[src/rtl/beat_gen.sv]
// beat_gen
// Divides clk by a runtime-programmable period to produce a one-cycle beat
// strobe, and keeps a free-running beat-phase index for pattern sequencers.
//
// Ports:
//   clk           in   system clock, all state updates on rising edge
//   reset         in   synchronous active-high reset
//   en            in   count enable; 0 pauses counter and phase
//   clear         in   synchronous restart of counter and phase
//   period        in   requested period in clock cycles (0 = stalled)
//   period_load   in   one-cycle strobe capturing period into pending
//   beat          out  one-cycle strobe, combinational from state
//   phase         out  registered beat index
//   wrap          out  beat on the last phase step
//   active_period out  period currently in force
module beat_gen #(
    parameter int WIDTH          = 24,
    parameter int DEFAULT_PERIOD = 3125000,
    parameter int PHASE_BITS     = 5
) (
    input  logic                  clk,
    input  logic                  reset,
    input  logic                  en,
    input  logic                  clear,
    input  logic [WIDTH-1:0]      period,
    input  logic                  period_load,
    output logic                  beat,
    output logic [PHASE_BITS-1:0] phase,
    output logic                  wrap,
    output logic [WIDTH-1:0]      active_period
);

    localparam logic [WIDTH-1:0]      DEF_PERIOD = WIDTH'(DEFAULT_PERIOD);
    localparam logic [WIDTH-1:0]      CNT_ONE    = {{(WIDTH-1){1'b0}}, 1'b1};
    localparam logic [PHASE_BITS-1:0] PH_ONE     = {{(PHASE_BITS-1){1'b0}}, 1'b1};

    logic [WIDTH-1:0]      count_q, count_d;
    logic [WIDTH-1:0]      active_period_q, active_period_d;
    logic [WIDTH-1:0]      pending_q, pending_d;
    logic                  pending_valid_q, pending_valid_d;
    logic [PHASE_BITS-1:0] phase_q, phase_d;

    logic period_zero;
    logic tc;
    logic apply;

    assign period_zero = (active_period_q == '0);
    // Subtraction only matters when the period is non-zero; the zero case
    // is masked so the wrapped all-ones value never produces a terminal count.
    assign tc    = !period_zero && (count_q == (active_period_q - CNT_ONE));
    assign beat  = en && tc && !clear;
    assign wrap  = beat && (phase_q == '1);
    // Period changes only land on an interval boundary, on clear, or while
    // stalled, so the counter never runs past a newly shortened period.
    assign apply = beat || clear || period_zero;

    assign phase         = phase_q;
    assign active_period = active_period_q;

    always_comb begin
        count_d         = count_q;
        active_period_d = active_period_q;
        pending_d       = pending_q;
        pending_valid_d = pending_valid_q;
        phase_d         = phase_q;

        if (period_load) begin
            pending_d       = period;
            pending_valid_d = 1'b1;
        end

        if (apply) begin
            // A load arriving on the apply edge is newer than pending.
            if (period_load) begin
                active_period_d = period;
            end else if (pending_valid_q) begin
                active_period_d = pending_q;
            end
            pending_valid_d = 1'b0;
        end

        if (clear) begin
            count_d = '0;
            phase_d = '0;
        end else if (en) begin
            if (tc) begin
                count_d = '0;
                phase_d = phase_q + PH_ONE;
            end else if (!period_zero) begin
                count_d = count_q + CNT_ONE;
            end else begin
                count_d = '0;
            end
        end
    end

    always_ff @(posedge clk) begin
        if (reset) begin
            count_q         <= '0;
            active_period_q <= DEF_PERIOD;
            pending_q       <= '0;
            pending_valid_q <= 1'b0;
            phase_q         <= '0;
        end else begin
            count_q         <= count_d;
            active_period_q <= active_period_d;
            pending_q       <= pending_d;
            pending_valid_q <= pending_valid_d;
            phase_q         <= phase_d;
        end
    end

endmodule

[config.mk]
export PLATFORM = sky130hd
export DESIGN_NAME = beat_gen
export DESIGN_NICKNAME = d
export VERILOG_FILES = /design/src/rtl/beat_gen.sv
export SDC_FILE = /design/constraint.sdc
export NUM_CORES = 1
export LEC_CHECK = 0
export ABC_AREA = 1
export BUFFER_PORTS_ARGS = -buffer_cell sky130_fd_sc_hd__buf_2
export CAP_MARGIN = 25
export CORE_MARGIN = 2
export CORE_UTILIZATION = 30
export CTS_CLUSTER_DIAMETER = 40
export DETAILED_ROUTE_END_ITERATION = 8
export PLACE_DENSITY = 0.58
export SYNTH_ARGS = -nofsm -noshare
export SYNTH_HDL_FRONTEND = slang
export SYNTH_SLANG_ARGS = --single-unit
[constraint.sdc]
create_clock -name clk -period 2.6 [get_ports clk]
set_input_delay 0 -clock clk [delete_from_list [all_inputs] [get_ports clk]]
set_output_delay 0 -clock clk [all_outputs]
set_load 0.01 [all_outputs]
# Word-level counts from Yosys, hierarchy flattened
# Cells that the tools add are included.
[op_classes]
n_eq_ne = 2
add_sub_neg = 3
n_mux = 4
reduce_logical = 14
[ops]
columns = ["cell", "count"]
rows = [
  ["two-way mux 24 bit", 4],
  ["adder 24 x 1 -> 24 bit (second input constant)", 1],
  ["equality test 24 bit", 1],
  ["logical NOT 24 bit", 1],
  ["subtractor 24 x 1 -> 24 bit (second input constant)", 1],
  ["adder 5 x 1 -> 5 bit (second input constant)", 1],
  ["equality test 5 bit (second input constant)", 1],
  ["logical AND 1 bit", 4],
  ["AND reduction 2 bit", 2],
  ["OR reduction 2 bit", 2],
  ["logical NOT 1 bit", 2],
  ["logical OR 1 bit", 2],
  ["nonzero test 2 bit", 1],
]
[word_totals]
ff_bits = 78
out_inout_bits = 31
in_bits = 29

# Longest topological paths before layout
# Gate-level depths: netlist (run 1).
[depth]
ltp_word = 8
mapped_depth = 21
mapped_depth_nobuf = 18

# Worst setup path after synthesis (run 1)
# OpenSTA, ideal clock, no wires.
[synth_path]
path_kind = "reg2reg"
start = "register active_period_q[0], in the netlist active_period[0]"
end = "register active_period_q[4], in the netlist active_period[4]"
arrival_time_ns = 2.190
required_ns = 2.485
stages_incl_launch_ff = 22
setup_ns = 0.115
setup_slack_ns = 0.295
cell_sequence = "dfxtp_1 inv_1 ha_1 nand2_1 nor2_4 buf_6 nand2_1 nand2_1 nand2_1 nand2_1 inv_1 nand2_1 nor2_1 nand2_1 nor2_4 nand3_4 nand2_4 buf_12 buf_8 nand3_1 nand2_1 nor2_1"
[synth_between]
elab_chain_cells = 8
word_cells_on_any_way = 10
classes_between = "add/sub: 1; eq/ne: 1; reduce/logical: 8"
[synth_rtl]
columns = ["item", "line", "rtl"]
rows = [
  ["from (decl)", "38", "logic [WIDTH-1:0] active_period_q, active_period_d;"],
  ["from (signal assigned)", "106", "active_period_q <= active_period_d;"],
  ["subtractor 24 x 1 -> 24 bit or logical NOT 24 bit (tied branches)", "50, 47", ""],
  ["equality test 24 bit or logical NOT 1 bit (tied branches)", "-", ""],
  ["logical AND 1 bit", "50", "assign tc = !period_zero && (count_q == (active_period_q - CNT_ONE));"],
  ["logical AND 1 bit (2 in a row)", "51", "assign beat = en && tc && !clear;"],
  ["logical OR 1 bit", "55", "assign apply = beat || clear || period_zero;"],
  ["logical OR 1 bit (*)", "55", ""],
  ["AND reduction 2 bit (no source line) (*)", "-", ""],
]
# Mark *: on every way between the ends. The rest lies on a longest branch, timed or not.
# A chain may end at the register's enable or synchronous reset.

# Worst setup path after layout (run 1)
[layout_path]
start = "register active_period_q[1], in the netlist active_period[1]"
end = "output wrap"
[layout_between]
elab_chain_cells = 6
word_cells_on_any_way = 8
classes_between = "add/sub: 1; eq/ne: 1; reduce/logical: 6"
[layout_rtl]
columns = ["item", "line", "rtl"]
rows = [
  ["subtractor 24 x 1 -> 24 bit or logical NOT 24 bit (tied branches)", "50, 47", ""],
  ["equality test 24 bit or logical NOT 1 bit (tied branches)", "-", ""],
  ["logical AND 1 bit (*)", "50", ""],
  ["logical AND 1 bit (*) (2 in a row)", "51", ""],
  ["logical AND 1 bit (*)", "52", "assign wrap = beat && (phase_q == '1);"],
  ["to (decl)", "29", "output logic wrap,"],
]
# Marked as above.

==> metrics.md, run 1 <==
| Metric | Value |
|---|---|
| Outcome | complete, no violations |
| Leak Pwr | 2.75 nW |
| Crit path time final | 2480 ps |
| Top Usage Layer GRT | met2 |
| Initial DRC Count | 263 |
| Fmax achieved | 404 MHz |
| Overflow after GRT | 0 |
| Num Clock Sinks | 78 |
| Clock latency on the worst-skew pair | 350 ps |
| Io pins | 60 |
| Flops & latches, synth | 78 |
| R2R Setup Slk | 270 ps |
| Final setup fails | 0 |
| Worst path slowest cell | dfxtp_2 |
| Final hold vios | 0 |
| Routed wire per std cell | 13.3 um |
| Main synth FF type | dfxtp_1 |
| Syn-to-layout area delta | 29.1% |
| WHS Endpoint | count_q[23]$_SDFFE_PP0P_ |
| Syn Inst Count | 741 |
| Syn Std Cell Area | 4820 sq um |
| Die height | 131 um |
| Vias in the first global route | 4734 |
| GR Util met3 | 2.44% |
| Met2 Usage GRT | 28.6% |
| Met1 Usage GRT | 22.3% |
| Setup WS pre-CTS | 2.04 ps |
| Critical Path AT | 2480 ps |
| DP Wirelength | 10.4 mm |
| Async SR Flop Fraction | 0% |
| Initial Util | 30.6% |
| Die ar. | 17100 sq um |
| Worst r2r dst | active_period[14]$_SDFFE_PP0P_ |
| Vias per inst | 4.70 |
| Crit path max fanout | 5 |
| Core ar. | 15800 sq um |
| Initial antenna violation count | 0 |
| CP required | 2600 ps |
| H-tree levels | 3 |
| Slew Limit Fails | 0 |
| Unrepaired setup endpoints after global routing | yes |
| Fin crit share | 95.3% |
| Max VDD drop | 0.247 mV |
| Synth Warn # | 0 |
| Slew margin rel. | 52.5% |
| Final GP Congestion | 0.921 |
| GRT Overall Usage | 17.4% |
| Syn nets | 775 |
| Final clock skew | 10.5 ps |
| Worst slew pin tran | 712 ps |
| Critical path class | reg -> out |
| Most used cell, CP | nor2_1 |
| Largest net degree at the start of global routing | 38 |
| DIE WIDTH | 131 um |
| Reg2reg path depth | 18 |
| Register area share after synthesis | 32.4% |
| Post-route ant nets | 0 |
| Rows | 46 |
| Num CTS Buffers | 9 |
| CP Buf/Inv Count | 4 |
| Post-synth EDFFs | 0 |
| Critical Path Max Stage Delay | 340 ps |
| Hold WS | 100 ps |
| Crit-path cells | inv_4 -> ha_4 -> nand2_2 -> nor2_4 -> nand3_1 -> nand2_2 -> nor2_1 -> nor2_1 -> nand2_1 -> nor2_1 -> nand2_1 -> nor2_4 -> nand3_4 -> buf_6 -> inv_6 -> nand2_4 -> nor2_2 -> buf_2 |
| N_diodes | 0 |
| Via Count | 5001 |
| # port buffers | 59 |
| CTS tree | built |
| Delay-heaviest family, CP | simple AND/OR/NAND/NOR gates |
| Pwr Total | 3.17 mW |
| CTS Buffer Depth | 2 |
| Worst setup SP type | flop |
| Hold Path Class | in -> reg |
| P per Cell Area | 509 nW/um^2 |
| Post-Synthesis Mean Instance Area | 6.50 sq um |
| Hold_sp | en |
| DR DRC count | 0 |
| Setup WS post-layout | 123 ps |
| Number of distinct library cells after synthesis | 36 |
| Drt first pass iters | 5 |
| CTS clk-pin slew, worst paths | 70 ps |
| Share of cells above drive strength 1 | 19.4% |
| R2R Path Start | active_period[1]$_SDFFE_PP0P_ |
| Global-route wire length before repair | 23.2 mm |
| # fillers | 1731 |
| Worst hold path stage count | 3 |
| Final nets | 876 |
| CP Capture Type | primary output |
| # Max-Cap Violations | 0 |
| Root Buffer | clkbuf_16 |
| Detailed Route WL | 14.1 mm |
-- kinds of logic (layout without fill, tap and decap cells) --
kind of cell / count (synthesis) / in the layout / synth area share, %
XOR/XNOR: 29 / 29 / 5.27
flip-flops: 78 / 78 / 32.4
AO/OA/AOI/OAI: 52 / 52 / 5.76
adder cells (fa/ha/maj): 5 / 5 / 1.30
AND/OR/NAND/NOR: 446 / 447 / 40.7
buffers and inverters: 107 / 212 / 9.61
multiplexers: 24 / 24 / 4.98
-- registers in the layout, indices dropped and copies added, names as in the netlist --
name and flops:
active_period 24, count_q 24, pending_q 24, pending_valid_q 1
phase 5
-- layout by cell type, fill, tap and decap left out, types with 4 or more instances in the layout --
cell type / count
xnor2_1: 9
inv_2: 7
inv_1: 70
nor4_1: 4
xor2_1: 19
buf_4: 25
nand3_1: 63
ha_1: 4
nand2_1: 192
dlygate4sd3_1: 25
o21ai_0: 13
buf_2: 59
a21oi_1: 32
nor2_4: 11
dfxtp_1: 70
nand2_2: 8
clkbuf_16: 9
nor2_1: 103
mux2i_1: 24
dfxtp_2: 8
nor3_1: 6
nand3b_1: 18
nor2_2: 12
o21a_1: 4
nand4_1: 19
-- metal layers --
layer / routed length, um / vias to the layer above
met5: 0 / -
met4: 444 / 0
met3: 613 / 29
met2: 6550 / 108
met1: 6510 / 2298
li1: - / 2566
-- synth_stat cells (2+ instances only) --
cell | instances | area share (%)
nand2_1 | 200 | 16
nor2_1 | 117 | 9.1
dfxtp_1 | 78 | 32
inv_1 | 76 | 5.9
nand3_1 | 66 | 6.9
a21oi_1 | 32 | 3.3
mux2i_1 | 24 | 5.0
xor2_1 | 20 | 3.6
nand4_1 | 19 | 2.5
nand3b_1 | 18 | 2.8
clkbuf_1 | 13 | 1.0
o21ai_0 | 13 | 1.3
xnor2_1 | 9 | 1.6
nor3_1 | 6 | 0.62
ha_1 | 5 | 1.3
nor2_2 | 5 | 0.65
inv_2 | 4 | 0.31
nor4_1 | 4 | 0.52
o21a_1 | 4 | 0.62
buf_2 | 3 | 0.31
clkinv_1 | 3 | 0.23
nand2_2 | 3 | 0.39
nor2_4 | 3 | 0.70
buf_1 | 2 | 0.16
buf_6 | 2 | 0.47
buf_8 | 2 | 0.62
-- worst max path at each step --
stage	start	to	slack, ps	depth (start not counted)
floorplan	active_period[0]$_SDFFE_PP0P_	active_period[4]$_SDFFE_PP0P_	290	21
global placement	active_period[0]$_SDFFE_PP0P_	active_period[19]$_SDFFE_PP1P_	100	17
detailed placement	active_period[0]$_SDFFE_PP0P_	active_period[17]$_SDFFE_PP1P_	2	17
CTS	active_period[0]$_SDFFE_PP0P_	wrap	30	18
global route	active_period[1]$_SDFFE_PP0P_	wrap	-50	18
finish	active_period[1]$_SDFFE_PP0P_	wrap	120	18
-- layout make-up --
class	instances	area [sq um]	share of cell area (%)
timing repair buffer	113	805	12.9
multi-input combinational	557	2960	47.5
clock buffer	11	243	3.90
clock inverter	5	57.6	0.925
sequential	78	1570	25.3
inverter	83	322	5.17
tap	216	270	4.34
-- repair_timing --
action | in CTS | in global routing
buffers inserted | 1 | 2
setup endpoints to repair | 12 | 14
hold buffers | 25 | 0
pin swaps | 2 | 12
gates resized for setup | 23 | 36
hold endpoints to repair | 25 | 0
cloned | 1 | 0
-- report_power, final --
| part | internal, mW | total (mW) | switching, mW | leakage (nW) |
|---|---|---|---|---|
| Sequential | 1.25 | 1.31 | 0.0615 | 0.641 |
| Combinational | 0.229 | 0.551 | 0.322 | 1.96 |
| Clock | 0.772 | 1.31 | 0.536 | 0.150 |
| Total | 2.25 | 3.17 | 0.919 | 2.75 |
-- worst reg2reg max path, delay by kind of cell, from the launching register on --
family,cells,cell delay (ps)
buffers and inverters,2,260
adders and majority gates,1,200
and+or+nand+nor,15,1420
DFF,1,340
-- through the flow --
| stage | utilization (%) | instances | setup TNS [ps] | cell area, sq um |
|---|---|---|---|---|
| after floorplan | - | 741 | 0 | 4820 |
| after global placement | 34.7 | 1018 | 0 | 5470 |
| after detailed placement | 34.7 | 1018 | 0 | 5470 |
| after CTS | 38.7 | 1061 | 0 | 6110 |
| after global routing | 39.5 | 1063 | -52.8 | 6220 |
| final | 39.5 | 1063 | 0 | 6220 |
(Power assumes the default switching activity.)
==> run 2: changes to the inputs <==
==> constraint.sdc (replaced) <==
create_clock -name clk -period 2.81 [get_ports clk]
set_input_delay 0 -clock clk [delete_from_list [all_inputs] [get_ports clk]]
set_output_delay 0 -clock clk [all_outputs]
set_load 0.01 [all_outputs]
==> run 2 against run 1 <==
Global-route usage decreased by 0.43 points. Hold slack got worse by 90 ps. Register-to-register slack improved by 90 ps. Design area decreased by 1.5%. Sequential cell count unchanged. Routed wire length decreased by 1.7%. Critical path depth unchanged. Final cell count decreased by 0.56%.
==> metrics.md, run 2 (synthesis gave the netlist of run 1 again) <==
| Metric | Value |
|---|---|
| # Max-Cap Violations | 0 (unchanged) |
| Num Clock Sinks | 78 (unchanged) |
| CTS Buffer Depth | 2 (unchanged) |
| Hold_sp | period_load |
| Sw Pwr | 0.848 mW (-7.7%) |
| Hold Path Class | in -> reg |
| Fmax achieved | 385 MHz |
| Worst setup SP type | flop |
| Post-route ant nets | 0 (unchanged) |
| CP Capture Type | primary output |
| Core ar. | 15800 sq um (unchanged) |
| Overflow after GRT | 0 (unchanged) |
| Worst hold path stage count | 3 (unchanged) |
| Initial Util | 30.6% (unchanged) |
| R2R Path Start | active_period[3]$_SDFFE_PP1P_ |
| Root Buffer | clkbuf_16 |
| Crit path time final | 2590 ps |
| Reg2reg path depth | 17 (-1) |
| Initial antenna violation count | 0 (unchanged) |
| Setup TNS | 0 ps (unchanged) |
| Slew Limit Fails | 0 (unchanged) |
| Clock power share | 43.0% (+1.7 points) |
| Initial DRC Count | 331 (+26%) |
| FF/Latch Area | 1570 sq um (-0.32%) |
| Vias per inst | 4.58 (-2.5%) |
| Largest net degree at the start of global routing | 38 (unchanged) |
| Final nets | 870 (-0.68%) |
| Unrepaired setup endpoints after global routing | no |
| WHS Endpoint | pending_valid_q$_SDFFE_PP0P_ |
| Io pins | 60 (unchanged) |
| Placed inst area | 5420 sq um (-0.92%) |
| Routed wire per std cell | 13.1 um (-1.1%) |
| Final GP Congestion | 0.904 (-1.9%) |
| Final hold vios | 0 (unchanged) |
| # fillers | 1721 (-0.58%) |
| Switching Fraction | 28.3% (-0.65 points) |
| Rows | 46 (unchanged) |
| Fin crit share | 92.3% |
| Critical path class | reg -> out |
| Max VDD drop | 0.257 mV (+3.7%) |
| Syn-to-layout area delta | 27.2% |
| Crit path max fanout | 13 (+8) |
| Clock latency on the worst-skew pair | 350 ps (about the same) |
| Drt first pass iters | 6 (+1) |
| Most frequent cells in the layout | nand2_1, nor2_1, dfxtp_1 |
| DP Wirelength | 10.2 mm (-1.8%) |
| Global-route wire length before repair | 22.7 mm (-2.2%) |
| Detailed Route WL | 13.9 mm (-1.7%) |
| P per Cell Area | 488 nW/um^2 (-4.1%) |
| Worst r2r dst | active_period[11]$_SDFFE_PP1P_ |
| Num CTS Buffers | 9 (unchanged) |
| Final clock skew | 10.2 ps (-0.298 ps) |
| Slew margin rel. | 49.6% (-2.8 points) |
| Worst slew pin tran | 755 ps (+42.5 ps) |
| Share of cells above drive strength 1 | 16.8% (-2.6 points) |
| Leak Pwr | 2.72 nW (-1.3%) |
| Most common cell after layout, fill and taps aside | nand2_1 |
| Multi-input combinational cell area | 2920 sq um (-1.3%) |
| Outcome | complete, no violations |
| Die height | 131 um (unchanged) |
| # port buffers | 59 (unchanged) |
| GRT Overall Usage | 16.9% (-0.43 points) |
| R2R Setup Slk | 360 ps (+90 ps) |
| Finished Cell Area | 6130 sq um (-1.5%) |
| Final setup fails | 0 (unchanged) |
| DR DRC count | 0 (unchanged) |
| Via Count | 4846 (-3.1%) |
| CTS tree | built |
| Flop pwr share | 40.4% (-1.0 points) |
| CP required | 2810 ps (+210 ps) |
| Internal | 2.15 mW (-4.7%) |
| Crit. Startpoint | active_period[3]$_SDFFE_PP1P_ |
| DIE WIDTH | 131 um (unchanged) |
| Die ar. | 17100 sq um (unchanged) |
| Critical Path AT | 2590 ps (+110 ps) |
| H-tree levels | 3 (unchanged) |
| CTS clk-pin slew, worst paths | 60 ps (about the same) |
| N_diodes | 0 (unchanged) |
| Vias in the first global route | 4543 (-4.0%) |
| Comb pwr share | 16.6% (-0.8 points) |
[run 2: how the worst max path moves through the flow]
stage,endpoint,depth (start not counted),slack (ps)
CTS,wrap,18,10
global placement,active_period[17]$_SDFFE_PP1P_,17,250
detailed placement,active_period[17]$_SDFFE_PP1P_,17,180
finish,wrap,18,220
global route,wrap,17,4
floorplan,active_period[4]$_SDFFE_PP0P_,21,500
[run 2: timing repair]
| item | CTS | global route |
|---|---|---|
| endpoints found under the setup margin | 2 | 18 |
| cloned | 1 | 0 |
| hold buffers | 24 | 0 |
| buffers inserted | 0 | 3 |
| endpoints found under the hold margin | 24 | 0 |
| pin swaps | 1 | 5 |
| gates resized for setup | 3 | 34 |
[run 2: critical path, stage by stage (launching register included)]
cell     delay [ps]
dfxtp_2         380
nor2_1          150
nand2_1         120
nor2_4          150
buf_12          140
nand2_1          50
nand2_1          60
nand2_1          50
nor2_1          120
nand2_1          70
nor2_1          100
nand2_1          90
nor2_4          120
nand3_4          90
buf_4           170
inv_2            80
nand2_1          70
nor2_1           80
buf_2           130
[run 2: power groups by stage]
stage | clock network, mW | registers (mW) | logic, mW
2_1_floorplan | 0 | 1.23 | 0.288
3_3_place_gp | 0 | 1.23 | 0.428
3_5_place_dp | 0 | 1.23 | 0.430
4_1_cts | 1.32 | 1.21 | 0.463
5_1_grt | 1.35 | 1.22 | 0.555
6_report | 1.29 | 1.21 | 0.496
[run 2: final cells by class]
class | count | area share (%)
Multi-Input combinational cell | 557 | 47.6
Sequential cell | 78 | 25.6
Timing Repair Buffer | 107 | 12.1
Inverter | 83 | 5.12
Tap cell | 216 | 4.41
Clock buffer | 10 | 3.73
Clock inverter | 6 | 1.53
[run 2: through the flow]
step | hold slack (ps) | setup WS, ps | power [mW] | utilization (%) | cells
floorplan | 154 | 505 | 1.52 | - | 741
global placement | 262 | 255 | 1.66 | 34.3 | 1013
detailed placement | 266 | 183 | 1.66 | 34.3 | 1013
CTS | 4.60 | 14.8 | 2.99 | 38.0 | 1054
global route | 25.0 | 3.57 | 3.12 | 38.9 | 1057
finish | 10.3 | 215 | 2.99 | 38.9 | 1057
[run 2: routing by layer]
layer	wire (um)	share of wire [%]	up-vias	global-route usage (%)
met1	6530	47	2193	21.9
li1	-	-	2556	-
met3	487	3.5	18	2.73
met4	258	1.9	0	5.82
met5	0	0	-	0
met2	6610	48	79	28.7
==> run 3: changes to the inputs <==
--- a/config.mk
+++ b/config.mk
@@ -8,11 +8,14 @@
 export ABC_AREA = 1
 export BUFFER_PORTS_ARGS = -buffer_cell sky130_fd_sc_hd__buf_2
 export CAP_MARGIN = 25
+export CELL_PAD_IN_SITES_DETAIL_PLACEMENT = 0
+export CELL_PAD_IN_SITES_GLOBAL_PLACEMENT = 1
 export CORE_MARGIN = 2
 export CORE_UTILIZATION = 30
 export CTS_CLUSTER_DIAMETER = 40
 export DETAILED_ROUTE_END_ITERATION = 8
-export PLACE_DENSITY = 0.58
+export PLACE_DENSITY = 0.72
+export REMOVE_ABC_BUFFERS = 1
 export SYNTH_ARGS = -nofsm -noshare
 export SYNTH_HDL_FRONTEND = slang
 export SYNTH_SLANG_ARGS = --single-unit
==> constraint.sdc (replaced) <==
create_clock -name clk -period 2.81 [get_ports clk]
set_input_delay 0 -clock clk [delete_from_list [all_inputs] [get_ports clk]]
set_output_delay 0 -clock clk [all_outputs]
set_load 0.1 [all_outputs]
==> run 3 against run 2 <==
Non-clock buffer count rose by 4. Die area unchanged. Via count shrank 1.7%. Sequential cell count stayed put. Design area is 0.98% lower. Routed wire length fell by 1.6%. Combinational power is 30% higher. Sequential share of layout area grew 0.25 points. First-iteration DRC count fell by 19%. Count of clock-buffer cells in the layout shrank 1. Final cell count grew 0.19%. Critical path type unchanged.
==> metrics.md, run 3 (synthesis gave the netlist of run 1 again) <==
| Metric | Value |
|---|---|
| Outcome | complete, no violations |
| Clock latency on the worst-skew pair | 340 ps (about the same) |
| Hold Path Class | in -> reg |
| Setup WS post-layout | 262 ps (+46.9 ps) |
| Leak Pwr | 2.71 nW (-0.17%) |
| CP required | 2810 ps (about the same) |
| Final nets | 874 (+0.46%) |
| N_diodes | 0 (unchanged) |
| Slew Limit Fails | 0 (unchanged) |
| P per Cell Area | 476 nW/um^2 (-2.6%) |
| Crit path max fanout | 7 (-6) |
| Most used cell, CP | nand2_1 |
| Worst slew pin tran | 781 ps (+26.8 ps) |
| Worst path slowest cell | dfxtp_2 |
| R2R Path Start | active_period[7]$_SDFFE_PP0P_ |
| Met1 Usage GRT | 23.2% (+1.2 points) |
| Initial Util | 30.6% (unchanged) |
| Rows | 46 (unchanged) |
| Unrepaired setup endpoints after global routing | no |
| GR Util met3 | 3.30% (+0.57 points) |
| # Max-Cap Violations | 0 (unchanged) |
| WHS Endpoint | pending_q[2]$_SDFFE_PP0P_ |
| Max VDD drop | 0.326 mV (+27%) |
| Most frequent cells in the layout | nand2_1, nor2_1, dfxtp_1 |
| Slew margin rel. | 47.8% (-1.8 points) |
| Syn-to-layout area delta | 26.0% |
| Detailed Route WL | 13.7 mm (-1.6%) |
| GRT Overall Usage | 17.1% (+0.15 points) |
| Final GP Congestion | 0.874 (-3.4%) |
| DIE WIDTH | 131 um (unchanged) |
| Critical path class | reg -> out |
| Crit-path cells | nor2_1 -> nand2_1 -> nor2_4 -> nand3b_1 -> nand2_1 -> nand2_1 -> inv_1 -> nand2_1 -> nor2_1 -> nand2_1 -> nor2_4 -> nand3_4 -> inv_1 -> nand2_1 -> nor2_2 -> buf_12 |
| Largest net degree at the start of global routing | 38 (unchanged) |
| Top Usage Layer GRT | met2 |
| Post-route ant nets | 0 (unchanged) |
| DR DRC count | 0 (unchanged) |
| Crit path time final | 2550 ps (-46.9 ps) |
| Root Buffer | clkbuf_16 |
| Met2 Usage GRT | 28.0% (-0.74 points) |
| Io pins | 60 (unchanged) |
| DP Wirelength | 10.5 mm (+3.0%) |
| Routed wire per std cell | 12.9 um (-1.8%) |
| CTS clk-pin slew, worst paths | 60 ps (about the same) |
| H-tree levels | 3 (unchanged) |
| Overflow after GRT | 0 (unchanged) |
| Worst r2r dst | active_period[1]$_SDFFE_PP0P_ |
| R2R Setup Slk | 440 ps (+80 ps) |
| Final clock skew | 5.95 ps (-4.24 ps) |
| Initial DRC Count | 267 (-19%) |
| Critical Path AT | 2550 ps (-40 ps) |
| Setup WS pre-CTS | 254 ps (+70.9 ps) |
| CP Capture Type | primary output |
| Critical Path Max Stage Delay | 380 ps (about the same) |
| Vias per inst | 4.50 (-1.9%) |
| Global-route wire length before repair | 22.9 mm (+0.97%) |
| Placed inst area | 5460 sq um (+0.83%) |
| Die ar. | 17100 sq um (unchanged) |
| Num Clock Sinks | 78 (unchanged) |
| Via Count | 4763 (-1.7%) |
| Num CTS Buffers | 9 (unchanged) |
| Drt first pass iters | 4 (-2) |
| Die height | 131 um (unchanged) |
| Most common cell after layout, fill and taps aside | nand2_1 |
| Worst hold path stage count | 3 (unchanged) |
| Vias in the first global route | 4596 (+1.2%) |
| Reg2reg path depth | 17 (unchanged) |
| Initial antenna violation count | 0 (unchanged) |
| Worst setup SP type | flop |
| Final setup fails | 0 (unchanged) |
| Fmax achieved | 392 MHz (+1.8%) |
| CTS tree | built |
| Final hold vios | 0 (unchanged) |
| Fin crit share | 90.7% (-1.7 points) |
| Share of cells above drive strength 1 | 16.1% (-0.63 points) |
| Hold_sp | period_load |
| Finished Cell Area | 6070 sq um (-0.98%) |
| CTS Buffer Depth | 2 (unchanged) |
| Core ar. | 15800 sq um (unchanged) |
| # port buffers | 59 (unchanged) |
==> run 3: how the worst max path moves through the flow <==
| stage | depth (start not counted) | startpoint | slack (ps) | end |
|---|---|---|---|---|
| 6_report | 16 | active_period[7]$_SDFFE_PP0P_ | 260 | wrap |
| 2_1_floorplan | 15 | active_period[0]$_SDFFE_PP0P_ | -1050 | wrap |
| 3_3_place_gp | 18 | active_period[6]$_SDFFE_PP0P_ | 280 | active_period[8]$_SDFFE_PP1P_ |
| 5_1_grt | 16 | active_period[8]$_SDFFE_PP1P_ | 10 | wrap |
| 3_5_place_dp | 18 | active_period[0]$_SDFFE_PP0P_ | 250 | active_period[3]$_SDFFE_PP1P_ |
| 4_1_cts | 17 | active_period[0]$_SDFFE_PP0P_ | 7 | wrap |
==> run 3: per-stage QoR <==
stage	hold WS, ps	utilization (%)	std cells	TNS [ps]	power [mW]
global placement	259	34.6	1015	0	1.84
detailed placement	262	34.6	1015	0	1.84
CTS	90.6	38.0	1057	0	2.91
global route	106	38.5	1059	0	3.04
floorplan	72.4	-	717	-9680	1.66
finish	101	38.5	1059	0	2.89
==> run 3: where the power goes <==
| part | internal [mW] | switching [mW] | total [mW] |
|---|---|---|---|
| Sequential | 1.16 | 0.0557 | 1.21 |
| Clock | 0.582 | 0.447 | 1.03 |
| Combinational | 0.196 | 0.451 | 0.647 |
| Total | 1.93 | 0.953 | 2.89 |
==> run 3: critical path, delay by kind of cell, from the launching register on <==
family / cells / cell delay [ps]
AND/OR/NAND/NOR: 13 / 1500
flip-flops: 1 / 380
buffers and inverters: 3 / 330
==> run 3: timing repair <==
action / CTS / global route
endpoints found under the setup margin: 0 / 25
gates resized for setup: 0 / 23
setup buffers: 0 / 1
hold endpoints to repair: 24 / 0
hold buffers: 28 / 0
==> run 3: layer usage <==
layer  wire length (um)  part of all wire (%)
met1               6950                    51
met2               5970                    44
met3                551                   4.0
met4                189                   1.4
met5                  0                     0
==> run 3: cell type report <==
class | count | area, sq um
Clock buffer | 9 | 225
Clock inverter | 5 | 28.8
Fill cell | 1759 | 9700
Inverter | 83 | 312
Multi-Input combinational cell | 557 | 2850
Sequential cell | 78 | 1570
Tap cell | 216 | 270
Timing Repair Buffer | 111 | 815
